[src/rtl/sample_iterator.sv]
// Sample iterator: latches one triangle with its bounding box and walks the box
// in raster order at the multisample pitch. It emits one sample per cycle and
// holds the upstream bounding-box stage with halt until the last sample.
module sample_iterator #(
   parameter int SIGFIG = 24,
   parameter int RADIX  = 10,
   parameter int VERTS  = 3,
   parameter int AXIS   = 3,
   parameter int COLORS = 3
) (
   input  logic                     clk,
   input  logic                     rst,
   input  logic signed [SIGFIG-1:0] tri_R13S [VERTS][AXIS],
   input  logic        [SIGFIG-1:0] color_R13U [COLORS],
   input  logic signed [SIGFIG-1:0] box_R13S [2][2],
   input  logic                     validTri_R13H,
   input  logic        [3:0]        subSample_RnnnnU,
   output logic                     halt_RnnnnH,
   output logic signed [SIGFIG-1:0] tri_R14S [VERTS][AXIS],
   output logic        [SIGFIG-1:0] color_R14U [COLORS],
   output logic signed [SIGFIG-1:0] sample_R14S [2],
   output logic                     validSamp_R14H
);

   typedef enum logic {WAIT = 1'b0, TEST = 1'b1} state_t;

   state_t                   r_state;
   logic signed [SIGFIG-1:0] r_tri [VERTS][AXIS];
   logic        [SIGFIG-1:0] r_color [COLORS];
   logic signed [SIGFIG-1:0] r_ll_x, r_ll_y, r_ur_x, r_ur_y;
   logic        [SIGFIG-1:0] r_step;
   logic signed [SIGFIG-1:0] r_x, r_y;

   state_t                   w_state_nx;
   logic signed [SIGFIG-1:0] w_x_nx, w_y_nx;
   logic                     w_load;
   logic        [SIGFIG-1:0] w_step_in;
   logic signed [SIGFIG:0]   w_sum_x, w_sum_y, w_ur_x_ext, w_ur_y_ext;
   logic                     w_x_ok, w_y_ok, w_last, w_halt, w_accept, w_empty;

   // Sums carry one extra bit so a step past the positive limit still compares correctly
   assign w_sum_x    = {r_x[SIGFIG-1], r_x} + {1'b0, r_step};
   assign w_sum_y    = {r_y[SIGFIG-1], r_y} + {1'b0, r_step};
   assign w_ur_x_ext = {r_ur_x[SIGFIG-1], r_ur_x};
   assign w_ur_y_ext = {r_ur_y[SIGFIG-1], r_ur_y};
   assign w_x_ok     = (w_sum_x <= w_ur_x_ext);
   assign w_y_ok     = (w_sum_y <= w_ur_y_ext);
   assign w_last     = !w_x_ok && !w_y_ok;
   assign w_halt     = (r_state == TEST) && !w_last;
   assign w_accept   = validTri_R13H && !w_halt;
   assign w_empty    = (box_R13S[1][0] < box_R13S[0][0]) || (box_R13S[1][1] < box_R13S[0][1]);

   assign halt_RnnnnH    = w_halt;
   assign validSamp_R14H = (r_state == TEST);
   assign tri_R14S       = r_tri;
   assign color_R14U     = r_color;
   assign sample_R14S[0] = r_x;
   assign sample_R14S[1] = r_y;

   // Decode the one-hot MSAA mode into a sample pitch; anything else is 1x
   always_comb begin
      w_step_in = SIGFIG'(1) << RADIX;
      case (subSample_RnnnnU)
         4'b0100: w_step_in = SIGFIG'(1) << (RADIX - 1);
         4'b0010: w_step_in = SIGFIG'(1) << (RADIX - 2);
         4'b0001: w_step_in = SIGFIG'(1) << (RADIX - 3);
         default: w_step_in = SIGFIG'(1) << RADIX;
      endcase
   end

   // State register
   always_ff @(posedge clk or negedge rst) begin
      if (!rst) r_state <= WAIT;
      else      r_state <= w_state_nx;
   end

   // Next state and walk position: accept when idle or on the last sample, else advance
   always_comb begin
      w_state_nx = r_state;
      w_x_nx     = r_x;
      w_y_nx     = r_y;
      w_load     = 1'b0;
      if (r_state == WAIT || w_last) begin
         w_state_nx = WAIT;
         if (w_accept) begin
            w_load = 1'b1;
            if (!w_empty) begin
               w_state_nx = TEST;
               w_x_nx     = box_R13S[0][0];
               w_y_nx     = box_R13S[0][1];
            end
         end
      end else if (w_x_ok) begin
         w_x_nx = w_sum_x[SIGFIG-1:0];
      end else begin
         w_x_nx = r_ll_x;
         w_y_nx = w_sum_y[SIGFIG-1:0];
      end
   end

   // Triangle, box and pitch latch on accept; position updates every edge
   always_ff @(posedge clk or negedge rst) begin
      if (!rst) begin
         for (int v = 0; v < VERTS; v++)
            for (int a = 0; a < AXIS; a++)
               r_tri[v][a] <= '0;
         for (int c = 0; c < COLORS; c++)
            r_color[c] <= '0;
         r_ll_x <= '0;
         r_ll_y <= '0;
         r_ur_x <= '0;
         r_ur_y <= '0;
         r_step <= '0;
         r_x    <= '0;
         r_y    <= '0;
      end else begin
         if (w_load) begin
            r_tri   <= tri_R13S;
            r_color <= color_R13U;
            r_ll_x  <= box_R13S[0][0];
            r_ll_y  <= box_R13S[0][1];
            r_ur_x  <= box_R13S[1][0];
            r_ur_y  <= box_R13S[1][1];
            r_step  <= w_step_in;
         end
         r_x <= w_x_nx;
         r_y <= w_y_nx;
      end
   end

endmodule

[config.mk]
export PLATFORM = sky130hd
export DESIGN_NAME = sample_iterator
export DESIGN_NICKNAME = d
export VERILOG_FILES = /design/src/rtl/sample_iterator.sv
export SDC_FILE = /design/constraint.sdc
export NUM_CORES = 1
export LEC_CHECK = 0
export CORE_AREA = 2 2 280 282
export DETAILED_ROUTE_END_ITERATION = 8
export DIE_AREA = 0 0 282 284
export PLACE_DENSITY = 0.55
export SYNTH_ARGS = -nofsm -noshare
export SYNTH_HDL_FRONTEND = slang
export SYNTH_SLANG_ARGS = --single-unit
export TNS_END_PERCENT = 1
[constraint.sdc]
create_clock -name clk -period 12.9 [get_ports clk]
set_input_delay 3.225 -clock clk [delete_from_list [all_inputs] [get_ports clk]]
set_output_delay 3.225 -clock clk [all_outputs]
set_load 0.02 [all_outputs]
* Word level (Yosys, flattened, before mapping)
Cells that the tools add are included.
Widths: inputs -> output; s select.
** Word-level totals
- Flip-flop bits (word level) :: 433
- Input port bits :: 391
- Output and inout port bits :: 338
- Word-level logic and storage cells :: 56
** Cells by class
- $add $sub $neg :: 2
- Magnitude comparators :: 4
- Equal/unequal tests :: 6
- Mux-type cells :: 13
- Bitwise gates (word level) :: 1
- Reductions and logical operators :: 11
** Operators with widths (number)
- $mux 24 :: 8
- $add 25x24->25 :: 2
- $le 25x24->1 :: 2
- $lt 24x24->1 :: 2
- $pmux 11 s3 :: 1
- $eq 4x1->1 const B :: 1
- $eq 4x2->1 const B :: 1
- $eq 4x3->1 const B :: 1
- $logic_not 1->1 :: 4
- $mux 1 :: 4
- $ne 2x2->1 const B :: 2
- $logic_and 1x1->1 :: 3
- $reduce_and 3->1 :: 1
- $logic_or 1x1->1 :: 2
- $ne 2x1->1 const B :: 1
- $reduce_and 2->1 :: 1
- $not 1->1 :: 1

* Depth between registers and ports, before layout
- Depth after elaboration :: 10
- Mapped depth :: 22
- Gate-level depth less buffers :: 19

* Worst setup path after synthesis
OpenSTA, ideal clock, no wires.
- Path kind :: register -> output
- Start :: register r_y[7]
- End :: output halt_RnnnnH
- Data arrival time :: 4.122 ns
- Required time :: 9.675 ns
- Setup slack :: 5.553 ns
- Cell stages (with the launch flop) :: 21
- Path buffers :: 3
- Cells stage by stage :: dfrtp_1 ha_1 inv_1 fa_1 nor2b_1 o21ai_0 a21oi_1 nand3_1 nor4_1 xor2_1 ha_1 nand3_1 or4_1 o21ai_0 a21oi_1 nor2_1 o21ai_1 buf_2 inv_2 buf_2 buf_2
** Between the ends
- Cells in the longest elaborated chain, start to end :: 6
** Ends and longest elaborated chain
- start: declaration :: RTL line 32 : logic signed [SIGFIG-1:0] r_x, r_y;
- start signal: assignment :: RTL line 127 : r_y <= w_y_nx;
- $add 25x24->25 :: RTL line 43 : assign w_sum_y = {r_y[SIGFIG-1], r_y} + {1'b0, r_step};
- $le 25x24->1 :: RTL line 47 : assign w_y_ok = (w_sum_y <= w_ur_y_ext);
- $logic_not 1->1 :: RTL line 48 : assign w_last = !w_x_ok && !w_y_ok;
- $logic_and 1x1->1 :: RTL line 48
- $logic_not 1->1 :: RTL line 49 : assign w_halt = (r_state == TEST) && !w_last;
- $logic_and 1x1->1 :: RTL line 49
- end: declaration :: RTL line 18 : output logic halt_RnnnnH,
No other way between the ends.

* Final worst setup path
- Start :: register r_step[7]
- End :: output halt_RnnnnH
** Between the ends
- Cells in the longest elaborated chain, start to end :: 6
- Elaborated cells on any way between the ends :: 9
- Classes of those cells :: add/sub: 2; order compare: 2; reduce/logical: 5
** Ends and longest elaborated chain
- start: declaration :: RTL line 31 : logic [SIGFIG-1:0] r_step;
- start signal: assignment :: RTL line 124 : r_step <= w_step_in;
- $add 25x24->25 (on tied branches) :: RTL line 42, 43
- $le 25x24->1 (on tied branches) :: RTL line 46, 47
- $logic_not 1->1 :: RTL line 48
- $logic_and 1x1->1 * :: RTL line 48
- $logic_not 1->1 * :: RTL line 49
- $logic_and 1x1->1 * :: RTL line 49
Every way passes the cells marked *; elsewhere a longest branch is shown, timed or not.

==> run metrics <==
critical path, cell by cell ha_1 > inv_1 > fa_1 > nor2b_1 > o21ai_0 > a21oi_1 > nand3_1 > nor4_1 > xor2_1 > ha_1 > nand3_1 > or4_1 > o21ai_0 > a21oi_1 > nor2_1 > o21ai_4 > buf_4 > inv_2 > clkdlybuf4s50_1; r2r setup slk 5.83 ns; Mapped Area 0.0191 sq mm; Reg power frac 28.5%; Synth Register Bits 413; Sequential Area 0.0103 sq mm; CP endpoint halt_RnnnnH; largest family of logic cells by synthesized area multiplexers; Min Hold Slack 0.500 ns; Combinational Power Share 54.3%; Layout area overhead 53.0%; DRC Markers 0; setup violators final 0; H-Tree Level Count 2; clock slew at reported path FFs 0.06 ns; Worst slew margin 27.2%; dominant synthesized flop cell dfrtp_1; worst-margin pin slew 1.09 ns; Via Count 14200; Max Clk Rate 108 MHz; IO Port Bufs 728; fillers 7404; vias in the first global route 15400; Fin. Hold Viols 0; CP Max Fanout 38; root buffer cell clkbuf_16; largest cells by area after synthesis dfrtp_1 (54%), mux2_2 (23%), ha_1 (6.8%); setup ws final 3.66 ns; pin count of the biggest net entering global routing 176; clock latency at the later pin of the worst-skew pair 0.60 ns; cell count after synthesis 1448; Tot GR Track Use 17.0%; io pins 729; Adder-Cell Fraction of Synth Area 7.02%; clock share of power 17.2%; DRT Pass-1 Iters 4; Vias per Instance 4.37; CTS tree done; Setup CP Type reg2out; layout cell share with drive strength beyond 1 22.7%; clock buffer depth 3; Worst Path Required 9.68 ns; Clock Sinks 413; Congestion Overflow GR 0; reg2reg path depth 21; CP arrival 6.02 ns; post-route ant nets 0; # rows 102; Final Slew Violations 0; status finished clean; total power 8.48 mW; DIE AREA 0.0801 sq mm; Tmin final 9.24 ns; Synth Area in Compound Gates 4.58%; worst slack, placed 4.27 ns; post-CTS resize count 0; kind of end point of the critical path output pin; CP Launch Point r_step[7]; reg2reg start r_step[7]; initial antenna violation count 9; PD cells 290 mW/mm^2; post-synthesis mux area share 24.6%; final clock skew 0.0251 ns; Synth Area in Simple Gates 4.75%; area of the multi-input gates 0.00812 sq mm; EDFF count, synth 0; nets 2676; DRT Wirelength 69100 microns; Async SR Flop Fraction 100%; Post-CTS Setup Bufs 0; P_sw 3.28 mW; Die Y 284 microns; synth unique cells 59; crit path launch type flop; Avg Cell Area, Syn 13.2 sq um; YS warnings 0; top cell type's share of synthesized area 54.1%; Inserted Clock Buffers 50; reg-to-reg endpoint tri_R14S[119]; syn_nets 1945; CP peak stage delay 0.75 ns; wire length per cell 21.2 microns; Die X 282 microns; sequential fraction of the synthesis area 54.1%; Final Wtd Congestion 0.839; Pint 5.20 mW; crit share post-route 71.6%; most common cell after layout, fill and taps aside clkdlybuf4s50_1; Starting Density 24.8%; # hold bufs at CTS 0; area leader, netlist dfrtp_1; Peak VDD IR 0.146 mV; setup TNS 0 ns; Core Area 0.0770 sq mm; DPL Wire Length 53700 microns; slowest cell on the critical path clkdlybuf4s50_1; static leakage 12.4 nW; Post-Synth XOR/XNOR Area 1.37%; Initial DRC Count 562; Max-cap violations 0; most frequent cells in the layout clkdlybuf4s50_1 (727), dfrtp_1 (413), mux2_2 (394), ha_1 (104), inv_1 (103); global-route wire length before repair 102000 microns; Switching Fraction 38.7%; RSZ-0062 raised after global routing false; Min-Delay Path Class reg2reg
[area by class of cell]
cell class | count | share of cell area, %
diodes | 3 | 0.0257
clock buffers | 75 | 5.37
clock inverters | 14 | 0.454
inverters | 104 | 1.34
multi-input cells | 873 | 27.8
flip-flops and latches | 413 | 35.3
well taps | 1040 | 4.45
repair buffers | 737 | 25.3
[kinds of logic (layout without fill, tap and decap cells)]
kind of cell | Yosys count | in the layout
XOR/XNOR | 30 | 30
buffers and inverters | 162 | 930
flip-flops | 413 | 413
adder cells (fa/ha/maj) | 106 | 106
other | 0 | 3
multiplexers | 417 | 417
AO/OA/AOI/OAI | 138 | 138
AND/OR/NAND/NOR | 182 | 182
[through the flow]
step	area, sq um	instances	utilization (%)
after floorplan	19100	1448	-
after global routing	29200	3257	38.0
after detailed placement	27500	3167	35.8
final	29200	3259	38.0
after CTS	29200	3256	38.0
after global placement	27500	3167	35.8
[synth_stat cells (6+ instances only)]
| cell | count |
|---|---|
| a211oi_1 | 10 |
| a21o_1 | 7 |
| a21oi_1 | 40 |
| a221o_1 | 7 |
| a31oi_1 | 16 |
| buf_2 | 44 |
| clkbuf_1 | 10 |
| dfrtp_1 | 413 |
| ha_1 | 104 |
| inv_1 | 103 |
| mux2_2 | 394 |
| mux2_4 | 8 |
| mux2i_1 | 15 |
| nand2_1 | 67 |
| nand2b_1 | 6 |
| nand3_1 | 18 |
| nand4_1 | 13 |
| nor2_1 | 28 |
| nor3_1 | 13 |
| o21ai_0 | 33 |
| xnor2_1 | 15 |
| xor2_1 | 15 |
[worst min path at each step]
| stage | cells past startpoint | slack [ns] | to | start |
|---|---|---|---|---|
| after floorplan | 2 | 0.47 | r_x[0] | r_ll_x[0] |
| after global placement | 1 | 0.48 | r_x[2] | r_ll_x[2] |
| after detailed placement | 1 | 0.49 | r_x[2] | r_ll_x[2] |
| after CTS | 1 | 0.50 | tri_R14S[160] | tri_R14S[160] |
| after global routing | 1 | 0.51 | tri_R14S[92] | tri_R14S[92] |
| final | 1 | 0.50 | tri_R14S[38] | tri_R14S[38] |
[critical path: cells and delay by family (launching register included)]
family,cells,cell delay [ns]
XOR/XNOR,1,0.14
buffers and inverters,4,1.67
AO/OA/AOI/OAI,5,0.67
AND/OR/NAND/NOR,6,1.56
adder cells (fa/ha/maj),3,0.93
flip-flops,1,0.39
[registers in the layout, indices dropped and copies added, names as in the netlist]
name and cells:
color_R14U 72, r_x 24, r_step 4, validSamp_R14H 1
r_ur_x 24, r_ur_y 24, tri_R14S 216, r_y 24
r_ll_x 24
[per-layer routing]
| layer | up-vias | share of wire (%) | global-route usage (%) | wire (microns) |
|---|---|---|---|---|
| met4 | 10 | 2.0 | 4.32 | 1370 |
| li1 | 6588 | - | - | - |
| met1 | 7180 | 41 | 20.9 | 28300 |
| met5 | - | 0.078 | 0 | 54 |
| met2 | 359 | 51 | 29.3 | 35000 |
| met3 | 91 | 6.2 | 4.44 | 4320 |
[power groups by stage]
stage	Clock [mW]	Combinational, mW	Sequential, mW
finish	1.46	4.60	2.42
floorplan	0	2.11	3.01
global placement	0	4.61	2.40
CTS	1.51	4.67	2.42
global route	1.56	4.94	2.50
detailed placement	0	4.65	2.43
No activity file was read; power rests on OpenSTA's default activity.
==> edit 1, RTL diff (same flow settings) <==
Register the outputs `halt_RnnnnH` and `validSamp_R14H`; this adds one clock of latency there. The other outputs are not delayed to match.
--- a/src/rtl/sample_iterator.sv
+++ b/src/rtl/sample_iterator.sv
@@ -52,4 +52,6 @@
 
-   assign halt_RnnnnH    = w_halt;
-   assign validSamp_R14H = (r_state == TEST);
+   always_ff @(posedge clk) begin
+      halt_RnnnnH    <= w_halt;
+      validSamp_R14H <= (r_state == TEST);
+   end
    assign tri_R14S       = r_tri;
Formal check against the unedited RTL: not equivalent (Yosys sat finds a counterexample within 4 cycles, from zero or initial values and one cycle with rst low).
==> edit 1 against the unedited design <==
- register-to-register slack improved by 620 ps
- worst setup slack improved by 2000 ps
- final area increased by 0.44%
- total power increased by 1.2%
- routed wire length increased by 0.44%
- utilization increased by 0.17 points
- sequential cell count increased by 2
- area after synthesis increased by 0.21%
- critical path type is now in -> reg
- critical endpoint is now r_y[7]$_DFFE_PN0P_
- largest power group unchanged
==> edit 1: results (changes against the unedited design) <==
[setup_path]
crit_family = simple AND/OR/NAND/NOR gates
worstPathArrival_ps = 7700  ; +1680 ps
ff2ff_setup_slack_ps = 6450  ; +620 ps
worst-path-max-fanout = 30  ; -21%
worstReg2RegEnd = tri_R14S[122]$_DFFE_PN0P_
crit_path_start = box_R13S[79]
crit_end = r_y[7]$_DFFE_PN0P_
slowest_delay_ps = 820  ; +70 ps
cp_slowest_cell = nor4_1
rr_worst_depth = 17  ; -19%

[hold_path]
whs_path_depth = 0  ; -1
min-delay-start = r_state$_DFFE_PN0P_
hold_path_end = validSamp_R14H$_DFF_P_

[synthesis]
ys_types = 60  ; +1.7%
synthTopCellsByArea = dfrtp_1 (54%), mux2_2 (23%), ha_1 (6.8%)
async_flop_share = 0.995  ; -0.00482

[cts]
cts_max_path_buffers = 3  ; unchanged
cts_made_buffers = 52  ; +4.0%

[layout]
drive_above_1_share = 0.228  ; +0.000468
multi_input_area_mm2 = 0.00812  ; about the same
clock_area_frac = 0.0598  ; +0.00162
nNonClkBuffers = 739  ; +0.27%
nets = 2682  ; +0.22%
nFillCells = 7483  ; +1.1%
buffer_area_frac = 0.252  ; -0.000608
seq_cells = 415  ; +0.48%
regArea_mm2 = 0.0104  ; +0.39%
n_antenna_cell = 8  ; +5
clkbuf_count = 81  ; +8.0%

[routing]
dr.first_iter.drc_count = 560  ; -0.36%
wl_met1_um = 28400  ; +0.31%
dr_wl_met2_um = 35400  ; +1.0%
wl_per_cell_um = 21.2  ; -0.11%
met3_length_um = 3850  ; -11%
viasPerCell = 4.35  ; -0.30%

[grt]
antenna_found_initial = 7  ; -2
grt_pass1_wl_um = 103000  ; +0.55%
grt_use_met2 = 0.295  ; +0.00240
met3_usage = 0.0412  ; -0.00321
first_global_vias = 15700  ; +2.1%
met1_usage = 0.206  ; -0.00238
track_usage = 0.170  ; +0.000647

[placement]
dp_slack_ps = 5040  ; +777 ps
gp_congestion = 0.865  ; +3.1%
dp_hpwl_um = 53600  ; -0.19%

[sta]
timing.hold.ws_ps = 486  ; -14.6 ps
fin_crit_sh = 0.561  ; -0.156
fin_skew_ps = 30.8  ; +5.76 ps

[power_and_ir_drop]
switching_share = 0.389  ; +0.00257
p_leak_nw = 12.5  ; +0.42%
irDropWorstVdd_v = 0.000143  ; -2.0%

[status]
status = completed

==> edit 1: power by group through the flow <==
stage	sequential, W	clock [W]	combinational (W)
finish	0.00244	0.00149	0.00465
global route	0.00253	0.00160	0.00499
CTS	0.00244	0.00154	0.00473
detailed placement	0.00245	0	0.00471
global placement	0.00243	0	0.00465
floorplan	0.00302	0	0.00211
==> edit 1: cells by family (layout without fill, tap and decap cells) <==
group,count (synthesis),count (layout),share of synthesized area
buffers and inverters,162,941,0.0359
adder cells (fa/ha/maj),106,106,0.0700
other,0,8,0
multiplexers,417,417,0.246
AND/OR/NAND/NOR,182,182,0.0474
AO/OA/AOI/OAI,138,138,0.0457
flip-flops,415,415,0.542
XOR/XNOR,30,30,0.0137
==> edit 1: per-stage QoR <==
stage	cells	cell area (um2)	power (W)
floorplan	1450	19200	0.00513
global placement	3171	27600	0.00707
detailed placement	3171	27600	0.00716
CTS	3269	29300	0.00872
global route	3274	29400	0.00912
finish	3277	29400	0.00858
==> edit 2, RTL diff (same flow settings) <==
Without the edit above. `SIGFIG`: 24 -> 12.
--- a/src/rtl/sample_iterator.sv
+++ b/src/rtl/sample_iterator.sv
@@ -4,3 +4,3 @@
 module sample_iterator #(
-   parameter int SIGFIG = 24,
+   parameter int SIGFIG = 12,
    parameter int RADIX  = 10,
Ports: changed (6 resized); port bits go from 729 to 369. No check against the original RTL was run, so the function may have changed too.
==> edit 2 against the unedited design <==
- total power decreased by 53%
- count of clock-buffer cells in the layout decreased by 36
- area after synthesis down 50%
- clock skew is 3.5 ps higher
- critical path type unchanged
- largest cell class unchanged
- first-iteration DRC count is 61% lower
- final area is 48% lower
- sequential cell count decreased by 204
- via count shrank 52%
- worst hold slack worse by 21 ps
- routed wire length down 54%
- synthesized cell count shrank 53%
- worst setup slack improved by 1400 ps
- fmax is 17% higher
==> edit 2: results (changes against the unedited design) <==
[synthesis]
ys_types = 48  ; -19%
synth-xor-area-share = 0.00643  ; -0.00732
synthTopCellsByArea = dfrtp_1 (55%), mux2_1 (19%), ha_1 (7.3%)
yosys-top-cells-count = dfrtp_1 (209), mux2_1 (159), inv_1 (59)
avgSynthCellArea_um2 = 14.1  ; +6.6%
synthMuxAreaShare = 0.248  ; +0.00185
syn_nets = 935  ; -52%
yosysSeqAreaShare = 0.548  ; +0.00744
synth_compound_gate_area_share = 0.0469  ; +0.00119
synth_adder_area_share = 0.0776  ; +0.00746

[routing]
wl_met1_um = 12700  ; -55%
dr.first_iter.drc_count = 218  ; -61%
met3_length_um = 2860  ; -34%
viasPerCell = 3.24  ; -26%
num_vias = 6880  ; -52%
top_layer_used = met5
wirelength_um = 31600  ; -54%
dr_wl_met2_um = 15200  ; -56%

[grt]
antenna_found_initial = 2  ; -7
grt_use_met2 = 0.131  ; -0.162
met3_usage = 0.0258  ; -0.0186
met1_usage = 0.0917  ; -0.117
grt_pass1_wl_um = 47600  ; -53%
first_global_vias = 7577  ; -51%
track_usage = 0.0776  ; -0.0920

[placement]
port_buffers = 368  ; -49%
dpl_cell_area_mm2 = 0.0144  ; -48%
gp_congestion = 0.817  ; -2.6%
dp_hpwl_um = 24500  ; -54%
dp_slack_ps = 5610  ; +1350 ps
dp.cells = 2071  ; -35%

[cts]
cts_htree_levels = 1  ; -1
cts_made_buffers = 28  ; -44%
insertion_delay_ps = 570  ; -30 ps

[power_and_ir_drop]
p_clk_frac = 0.199  ; +0.027
powerSeq_w = 0.00119  ; -51%
irDropWorstVdd_v = 0.000131  ; -10%
p_leak_nw = 6.37  ; -49%
intPower_w = 0.00249  ; -52%

[sta]
fin_skew_ps = 28.6  ; +3.53 ps
worst_slew_margin_rel = 0.308  ; +0.0355

[layout]
area_delta_synth_final_pct = 60.8
nFillCells = 8315  ; +12%
largest_reg_flops = 108  ; -50%
nets = 1318  ; -51%
drive_above_1_share = 0.0851  ; -0.142

[setup_path]
cp_slowest_cell = clkdlybuf4s50_1
worst-path-max-fanout = 12  ; -68%
crit_family = compound AO/OA/AOI/OAI gates
worstPathArrival_ps = 4660  ; -1360 ps

[status]
status = completed

==> edit 2: area by class of cell <==
cell class              count  area share
diodes                      1    0.000163
repair buffers            376       0.244
multi-input cells         387       0.254
clock inverters            11     0.00970
inverters                  59      0.0144
well taps                1040      0.0848
flip-flops and latches    209       0.341
clock buffers              39      0.0517
==> edit 2: worst paths after layout <==
kind | startpoint | end | slack, ps | cells past startpoint
max | r_x[7]$_DFFE_PN0P_ | halt_RnnnnH | 5020 | 10
min | r_ll_x[6]$_DFFE_PN0P_ | r_ll_x[6]$_DFFE_PN0P_ | 480 | 1
max reg2reg | r_x[7]$_DFFE_PN0P_ | tri_R14S[9]$_DFFE_PN0P_ | 6980 | 13
min reg2reg | r_ll_x[6]$_DFFE_PN0P_ | r_ll_x[6]$_DFFE_PN0P_ | 480 | 1
max in group asynchronous | rst | tri_R14S[2]$_DFFE_PN0P_ | 8760 | 2
min in group asynchronous | rst | tri_R14S[45]$_DFFE_PN0P_ | 2650 | 1
